`src/rtl/drl_pkg.sv`:
```
// Shared constants and state encoding for the datapath blocks downstream of the MAC array.
// Consumed by psum_accumulator; the saturation bounds follow ACC_WIDTH.
package drl_pkg;

    localparam int DATA_WIDTH       = 8;
    localparam int COLUMN_NUM       = 6;
    localparam int OUT_WIDTH        = 16;
    localparam int COLUMN_OUT_WIDTH = 19;
    localparam int ACC_WIDTH        = 24;

    localparam logic signed [ACC_WIDTH-1:0] ACC_MAX = {1'b0, {(ACC_WIDTH-1){1'b1}}};
    localparam logic signed [ACC_WIDTH-1:0] ACC_MIN = {1'b1, {(ACC_WIDTH-1){1'b0}}};

    typedef enum logic {
        ST_IDLE  = 1'b0,
        ST_ACCUM = 1'b1
    } state_t;

endpackage

```
`src/rtl/sat_add.sv`:
```
// Combinational signed adder that clamps to the WIDTH-bit signed range.
// o_ovf flags that the clamp was applied this addition.
module sat_add #(
    parameter int WIDTH = 24
) (
    input  logic signed [WIDTH-1:0] i_a,
    input  logic signed [WIDTH-1:0] i_b,
    output logic signed [WIDTH-1:0] o_sum,
    output logic                    o_ovf
);

    logic signed [WIDTH:0] w_wide;

    assign w_wide = {i_a[WIDTH-1], i_a} + {i_b[WIDTH-1], i_b};
    // The extra bit disagrees with the sign bit exactly when the true sum leaves the range.
    assign o_ovf  = w_wide[WIDTH] ^ w_wide[WIDTH-1];

    always_comb begin
        o_sum = w_wide[WIDTH-1:0];
        if (o_ovf) begin
            o_sum = w_wide[WIDTH] ? {1'b1, {(WIDTH-1){1'b0}}} : {1'b0, {(WIDTH-1){1'b1}}};
        end
    end

endmodule

```
`src/rtl/psum_accumulator.sv`:
```
// Accumulates groups of signed column psums into saturated output-pixel sums behind a valid/ready port.
// Optional PSUM_ACCUMULATOR_RELU_EN clamps negative group results to zero at the output register.
module psum_accumulator #(
    parameter int COLUMN_OUT_WIDTH = 19,
    parameter int ACC_WIDTH        = 24,
    parameter int LEN_WIDTH        = 8
) (
    input  logic                               i_clk,
    input  logic                               i_rst,
    input  logic                               i_clear,
    input  logic [LEN_WIDTH-1:0]               i_acc_len,
    input  logic                               i_valid,
    input  logic signed [COLUMN_OUT_WIDTH-1:0] i_psum_column,
    output logic                               o_ready,
    output logic                               o_valid,
    output logic signed [ACC_WIDTH-1:0]        o_acc,
    output logic                               o_last_err,
    input  logic                               i_ready
);

    import drl_pkg::*;

    // Handshake: a beat moves on i_valid && o_ready, a result on o_valid && i_ready;
    // o_ready = !o_valid || i_ready, so an unconsumed result stalls every input beat.

    state_t                      r_state;
    state_t                      w_state_next;
    logic signed [ACC_WIDTH-1:0] r_acc;
    logic signed [ACC_WIDTH-1:0] r_out;
    logic [LEN_WIDTH-1:0]        r_cnt;
    logic [LEN_WIDTH-1:0]        r_len_q;
    logic                        r_valid;
    logic                        r_err;

    logic signed [ACC_WIDTH-1:0] w_in_ext;
    logic signed [ACC_WIDTH-1:0] w_base;
    logic signed [ACC_WIDTH-1:0] w_sum;
    logic signed [ACC_WIDTH-1:0] w_result;
    logic [LEN_WIDTH-1:0]        w_len_eff;
    logic                        w_ovf;
    logic                        w_accept;
    logic                        w_consume;
    logic                        w_first;
    logic                        w_final;

    assign o_ready    = !r_valid || i_ready;
    assign o_valid    = r_valid;
    assign o_acc      = r_out;
    assign o_last_err = r_err;

    assign w_accept  = i_valid && o_ready && !i_clear;
    assign w_consume = r_valid && i_ready;
    assign w_first   = (r_state == ST_IDLE);
    // The length is taken live only on the first beat; a zero length behaves as one.
    assign w_len_eff = !w_first ? r_len_q :
                       (i_acc_len == '0) ? LEN_WIDTH'(1) : i_acc_len;
    assign w_final   = (r_cnt == w_len_eff - LEN_WIDTH'(1));
    assign w_in_ext  = ACC_WIDTH'(i_psum_column);
    assign w_base    = w_first ? '0 : r_acc;

    sat_add #(
        .WIDTH (ACC_WIDTH)
    ) u_sat_add (
        .i_a   (w_base),
        .i_b   (w_in_ext),
        .o_sum (w_sum),
        .o_ovf (w_ovf)
    );

`ifdef PSUM_ACCUMULATOR_RELU_EN
    assign w_result = w_sum[ACC_WIDTH-1] ? '0 : w_sum;
`else
    assign w_result = w_sum;
`endif

    always_comb begin
        w_state_next = r_state;
        if (i_clear) begin
            w_state_next = ST_IDLE;
        end else if (w_accept) begin
            w_state_next = w_final ? ST_IDLE : ST_ACCUM;
        end
    end

    always_ff @(posedge i_clk or posedge i_rst) begin
        if (i_rst) begin
            r_state <= ST_IDLE;
        end else begin
            r_state <= w_state_next;
        end
    end

    always_ff @(posedge i_clk or posedge i_rst) begin
        if (i_rst) begin
            r_acc   <= '0;
            r_cnt   <= '0;
            r_len_q <= LEN_WIDTH'(1);
            r_valid <= 1'b0;
            r_out   <= '0;
            r_err   <= 1'b0;
        end else begin
            // A new result overwrites the one being consumed in the same cycle.
            if (w_accept && w_final) begin
                r_out   <= w_result;
                r_valid <= 1'b1;
            end else if (w_consume) begin
                r_valid <= 1'b0;
            end

            if (i_clear) begin
                r_acc <= '0;
                r_cnt <= '0;
                r_err <= 1'b0;
            end else if (w_accept) begin
                if (w_ovf) begin
                    r_err <= 1'b1;
                end
                if (w_first) begin
                    r_len_q <= w_len_eff;
                end
                if (w_final) begin
                    r_acc <= '0;
                    r_cnt <= '0;
                end else begin
                    r_acc <= w_sum;
                    r_cnt <= r_cnt + LEN_WIDTH'(1);
                end
            end
        end
    end

endmodule

```
`config.mk`:
```
export PLATFORM = sky130hd
export DESIGN_NAME = psum_accumulator
export DESIGN_NICKNAME = d
export VERILOG_FILES = /design/src/rtl/drl_pkg.sv /design/src/rtl/sat_add.sv /design/src/rtl/psum_accumulator.sv
export SDC_FILE = /design/constraint.sdc
export NUM_CORES = 1
export LEC_CHECK = 0
export ABC_AREA = 1
export BUFFER_PORTS_ARGS = -buffer_cell sky130_fd_sc_hd__buf_4
export CORE_MARGIN = 4
export CORE_UTILIZATION = 40
export DETAILED_ROUTE_END_ITERATION = 8
export HOLD_SLACK_MARGIN = 0.02
export PLACE_DENSITY = 0.65
export SYNTH_ARGS = -nofsm -noshare
export SYNTH_HDL_FRONTEND = slang
export SYNTH_SLANG_ARGS = --single-unit
```
`constraint.sdc`:
```
create_clock -name i_clk -period 5.1 [get_ports i_clk]
set_input_delay 1.02 -clock i_clk [delete_from_list [all_inputs] [get_ports i_clk]]
set_output_delay 1.02 -clock i_clk [all_outputs]
set_load 0.005 [all_outputs]
```
After elaboration in Yosys (flattened, before gate mapping):

Index checks and enable logic that the tools add are counted.
Widths: inputs -> output; s select.

* flip-flop bits (word level): 67
* bits of input ports: 32
* output and inout port bits: 27
* logic and storage cells: 46

* add/subtract/negate cells: 3
* equal/unequal tests: 1
* mux-type cells: 19
* bitwise logic cells: 3
* reductions and logical operators: 13

Operator list (count)
* $mux 24: 6
* $mux 8: 5
* $add 24x19->25: 1
* $add 8x1->8 const B: 1
* $eq 8x8->1: 1
* $logic_not 8->1: 1
* $mux 1: 8
* $sub 8x1->8 const B: 1
* $reduce_bool 2->1: 3
* $logic_and 1x1->1: 4
* $reduce_and 3->1: 1
* $logic_not 1->1: 2
* $not 1->1: 2
* $reduce_and 2->1: 1
* $logic_or 1x1->1: 1
* $xor 1x1->1: 1

Longest topological paths before layout:

* depth in word-level cells: 8
* depth in mapped cells: 21
* gate-level depth less buffers: 19

Hierarchy:

From an unflattened synthesis, not the netlist that was laid out.

* cell total of the unflattened synthesis: 767
* area, all modules: 5049.8 um2

Modules (own cells, without submodules)
* psum_accumulator: instances 1, cells each 420, area each 3274.4 um2, seq. area each 1677.9 um2
* sat_add: instances 1, cells each 347, area each 1775.5 um2, seq. area each 0.0 um2

Worst setup path after synthesis:

No wires, ideal clock.

* path type: input to register
* start: in i_psum_column[0]
* end: reg r_out[10], in the netlist o_acc[10]
* library setup time: 0.116 ns
* arrival time: 2.800 ns
* required time: 4.984 ns
* path slack: 2.184 ns
* stages on the path: 15
* path buffers: 1
* path through: ha_1 -> fa_1 -> nand3_1 -> nand2_1 -> nand2_1 -> nand2_1 -> nand2_1 -> nand3_1 -> nand2_1 -> nand2_1 -> nand2_1 -> buf_2 -> nand2_1 -> nand2_1 -> nand2_1

* longest elaborated chain between the ends: 3
* elaborated cells between the ends (all ways): 4
* those cells by class: 1 x add/sub; 2 x mux; 1 x bitwise

Ends and longest elaborated chain
* from (decl): line psum_accumulator.sv:13 `input logic signed [COLUMN_OUT_WIDTH-1:0] i_psum_column,`
* $add 24x19->25 *: line sat_add.sv:14 `assign w_wide = {i_a[WIDTH-1], i_a} + {i_b[WIDTH-1], i_b};`
* $mux 24 or $xor 1x1->1 (tied branches): line sat_add.sv:21, sat_add.sv:16
* $mux 24 *: line sat_add.sv:20 `if (o_ovf) begin`
* to (signal assigned): line psum_accumulator.sv:104 `r_out <= w_result;`
* to (decl): line psum_accumulator.sv:29 `logic signed [ACC_WIDTH-1:0] r_out;`

Every way passes the cells marked *; elsewhere a longest branch is shown, timed or not.
A chain may end at the register's enable or synchronous reset.

Worst setup path in the final report:

* start: reg r_state
* end: reg r_out[22], in the netlist o_acc[22]

* longest elaborated chain between the ends: 4
* elaborated cells between the ends (all ways): 9
* those cells by class: 2 x add/sub; 1 x eq/ne; 4 x mux; 1 x bitwise; 1 x reduce/logical

Ends and longest elaborated chain
* from (decl): line psum_accumulator.sv:26 `state_t r_state;`
* from (signal assigned): line psum_accumulator.sv:89 `r_state <= w_state_next;`
* $mux 24 or $mux 8 (tied branches): line psum_accumulator.sv:59, psum_accumulator.sv:55
* $add 24x19->25 or $sub 8x1->8 (tied branches): line sat_add.sv:14, psum_accumulator.sv:57
* $mux 24 (tied with other cells): line sat_add.sv:21 `o_sum = w_wide[WIDTH] ? {1'b1, {(WIDTH-1){1'b0}}} : {1'b0, {(WIDTH-1){1'b1}}};`
* $mux 24 or $logic_and 1x1->1 (tied branches): line sat_add.sv:20, psum_accumulator.sv:103

Several ways; a longest one is shown, not always the timed one.

==> flow_summary.json <==
{
  "diodes": 0,
  "worstPathCellList": "nand2_1 -> inv_1 -> ha_1 -> fa_1 -> nand3_1 -> nand2_1 -> nand2_1 -> nand2_1 -> nand2_1 -> nand3_1 -> nand2_1 -> nand2_1 -> nand2_1 -> nand2_1 -> nand2_1 -> nand2_1",
  "slew_violations": 0,
  "timing.final.ws_setup_ns": 1.50,
  "synth.top_cells.by_count": "405 x nand2_1, 99 x inv_1, 66 x dfrtp_1, 43 x nor2_1, 36 x nand3_1",
  "finalHoldViolations": 0,
  "cts_buffers": 9,
  "hp-class": "reg2reg",
  "instances_no_fill": 1046,
  "die_y_um": 121,
  "startpoint_type": "flop",
  "status": "finished, final reports clean",
  "preCtsSetupSlack_ns": 1.39,
  "path_max_fanout": 25,
  "regArea_um2": 1680,
  "fin_crit_ns": 3.60,
  "yosysUniqueCellTypes": 31,
  "cts_num_sinks": 67,
  "power_density_nw_per_um2": 282,
  "worst-setup-path-type": "reg2reg",
  "clk_latency_ns": 0.33,
  "ctsHoldBuffers": 0,
  "drive_gt1_share_pct": 11.1,
  "power.total_mw": 1.69,
  "ys_async_sr_fraction_pct": 100,
  "cts_tree": "yes",
  "start_util_pct": 40.8,
  "crit_arrival_ns": 3.82,
  "drc_errors": 0,
  "rows": 41,
  "finalSetupViolCount": 0,
  "rr_startpoint": "r_state",
  "avgSynthCellArea_um2": 6.31,
  "critical_path.startpoint": "r_state",
  "synth_area_leaders": "dfrtp_1 32%, nand2_1 30%, inv_1 7.2%, ha_1 6.3%, nand3_1 3.5%",
  "worstHoldStart": "r_acc[19]",
  "rsz0062_at_grt": "false",
  "finClkSkew_ns": 0.00447,
  "syn-instance-count": 816,
  "syn_nets": 875,
  "clk_pin_slew_ns": 0.05,
  "yosysTopAreaCellShare_pct": 32.1,
  "synth.ff_latch_count": 67,
  "yosysMostFrequentCell": "nand2_1",
  "hpwl_mm": 10.5,
  "ys.flop_type": "dfrtp_1",
  "gp_congestion": 0.887,
  "final_util_pct": 47.5,
  "firstDrtPassIters": 5,
  "antenna_found_initial": 0,
  "overflow": 0,
  "routed_wl_mm": 13.7,
  "multi_input_area_um2": 2980,
  "yosys.area.top_type": "dfrtp_1",
  "cts_resized": 0,
  "root_buffer": "clkbuf_16",
  "core_area_um2": 12600,
  "first_iter_violations": 337,
  "vias": 4972,
  "grtUsageTotal_pct": 19.3,
  "slowest_stage": "dfrtp_1",
  "path_common_cell": "nand2_1",
  "cap_violations": 0,
  "max_freq_mhz": 278,
  "grt_pass1_vias": 4689,
  "fin_hold_ws_ns": 0.481,
  "max-clock-path-buffers": 2,
  "peakVddDrop_mv": 0.125,
  "dp_cells": 1031,
  "syn_area_um2": 5150,
  "tightestPinTransition_ns": 0.909,
  "crit_path_end_kind": "flop",
  "ios": 59,
  "dieArea_um2": 14800,
  "synth-warning-count": 0,
  "wl_per_cell_um": 13.1,
  "final_nets": 929,
  "routed_via_density": 4.75,
  "seq_area_frac_synth_pct": 32.6,
  "synth-edff-count": 0,
  "cpPeakStageDelay_ns": 0.71,
  "grt_pass1_wl_mm": 22.9,
  "grt_max_degree": 40,
  "io_buffer_count": 58,
  "ctsHtreeMaxLevel": 3,
  "required_ns": 5.32,
  "p_leak_nw": 3.61,
  "antenna_left": 0,
  "die_width_um": 121,
  "slew_headroom_pct": 39.4,
  "cts_setup_buffers": 0,
  "fin_area_um2": 6000,
  "place_area_um2": 5710,
  "area_growth_pct": 16.4,
  "fin_tns_setup_ns": 0,
  "n_fill_cell": 1362,
  "layout_worst_path_cycle_share_pct": 70.6
}
[worst paths after layout]
kind | depth (start not counted) | to | slack [ns]
min in group asynchronous | 2 | r_acc[0] | 0.86
worst max-delay path | 16 | o_acc[22] | 1.50
worst min-delay path | 2 | r_acc[19] | 0.48
worst min register to register | 2 | r_acc[19] | 0.48
max in group asynchronous | 3 | r_cnt[4] | 3.32
worst max register to register | 16 | o_acc[22] | 1.50
[layout by cell type (no fill, tap or decap)]
cell | Yosys | layout
clkinvlp_4 | 0 | 1
buf_4 | 4 | 61
clkbuf_16 | 0 | 9
inv_2 | 3 | 4
nand2_1 | 405 | 405
o21bai_1 | 7 | 7
nor2_4 | 3 | 3
clkinv_2 | 0 | 4
and2_1 | 2 | 2
nand3b_1 | 2 | 2
xnor2_1 | 8 | 8
nand3_1 | 36 | 36
ha_1 | 26 | 26
o21ai_0 | 17 | 17
nor2_1 | 43 | 42
nor2b_1 | 1 | 1
inv_1 | 99 | 98
dfrtp_1 | 66 | 66
o211ai_1 | 1 | 1
o21ai_2 | 3 | 3
xor2_1 | 16 | 16
nor3_1 | 6 | 6
a21oi_1 | 27 | 27
dfstp_2 | 1 | 1
nand4_1 | 12 | 12
nand3_2 | 1 | 1
o21ai_1 | 4 | 4
nor2_2 | 2 | 3
fa_1 | 1 | 1
bufinv_16 | 0 | 1
nand2_2 | 6 | 6
[cell families after synthesis]
family	Yosys count	synth area share (%)
AO/OA/AOI/OAI	59	6.34
flip-flops	67	32.6
XOR/XNOR	24	4.08
buffers and inverters	120	9.62
AND/OR/NAND/NOR	519	40.7
adder cells (fa/ha/maj)	27	6.71
[final cells by class]
type | count | area share, %
repair buffers | 61 | 7.64
inverters | 102 | 6.39
multi-input cells | 629 | 49.7
well taps | 172 | 3.59
flip-flops and latches | 67 | 28.0
clock inverters | 6 | 0.960
clock buffers | 9 | 3.76
[state kept, by name (all words and copies together), names as in the netlist]
name	flops
r_len_q	8
r_state	1
r_cnt	8
o_acc	24
o_valid	1
o_last_err	1
r_acc	24
[metal layers]
metal  vias up  global-route usage, %  wire length (um)
met5         -                      0                 0
met1      2197                   30.4              7270
met4         0                   4.62               139
met2       142                   27.0              5540
li1       2623                      -                 -
met3        10                   3.36               738
[power by group]
group	leakage, nW	internal [mW]	total (mW)	switching, mW
logic	2.57	0.170	0.451	0.281
registers	0.897	0.598	0.647	0.0491
clock network	0.141	0.371	0.594	0.223
[critical path: cells and delay by family (launching register included)]
| family | cells | cell delay [ns] |
|---|---|---|
| buffers and inverters | 1 | 0.08 |
| adders and majority gates | 2 | 0.69 |
| DFF | 1 | 0.71 |
| and+or+nand+nor | 13 | 2.00 |
Note: power is estimated with default switching activity, not from simulation.
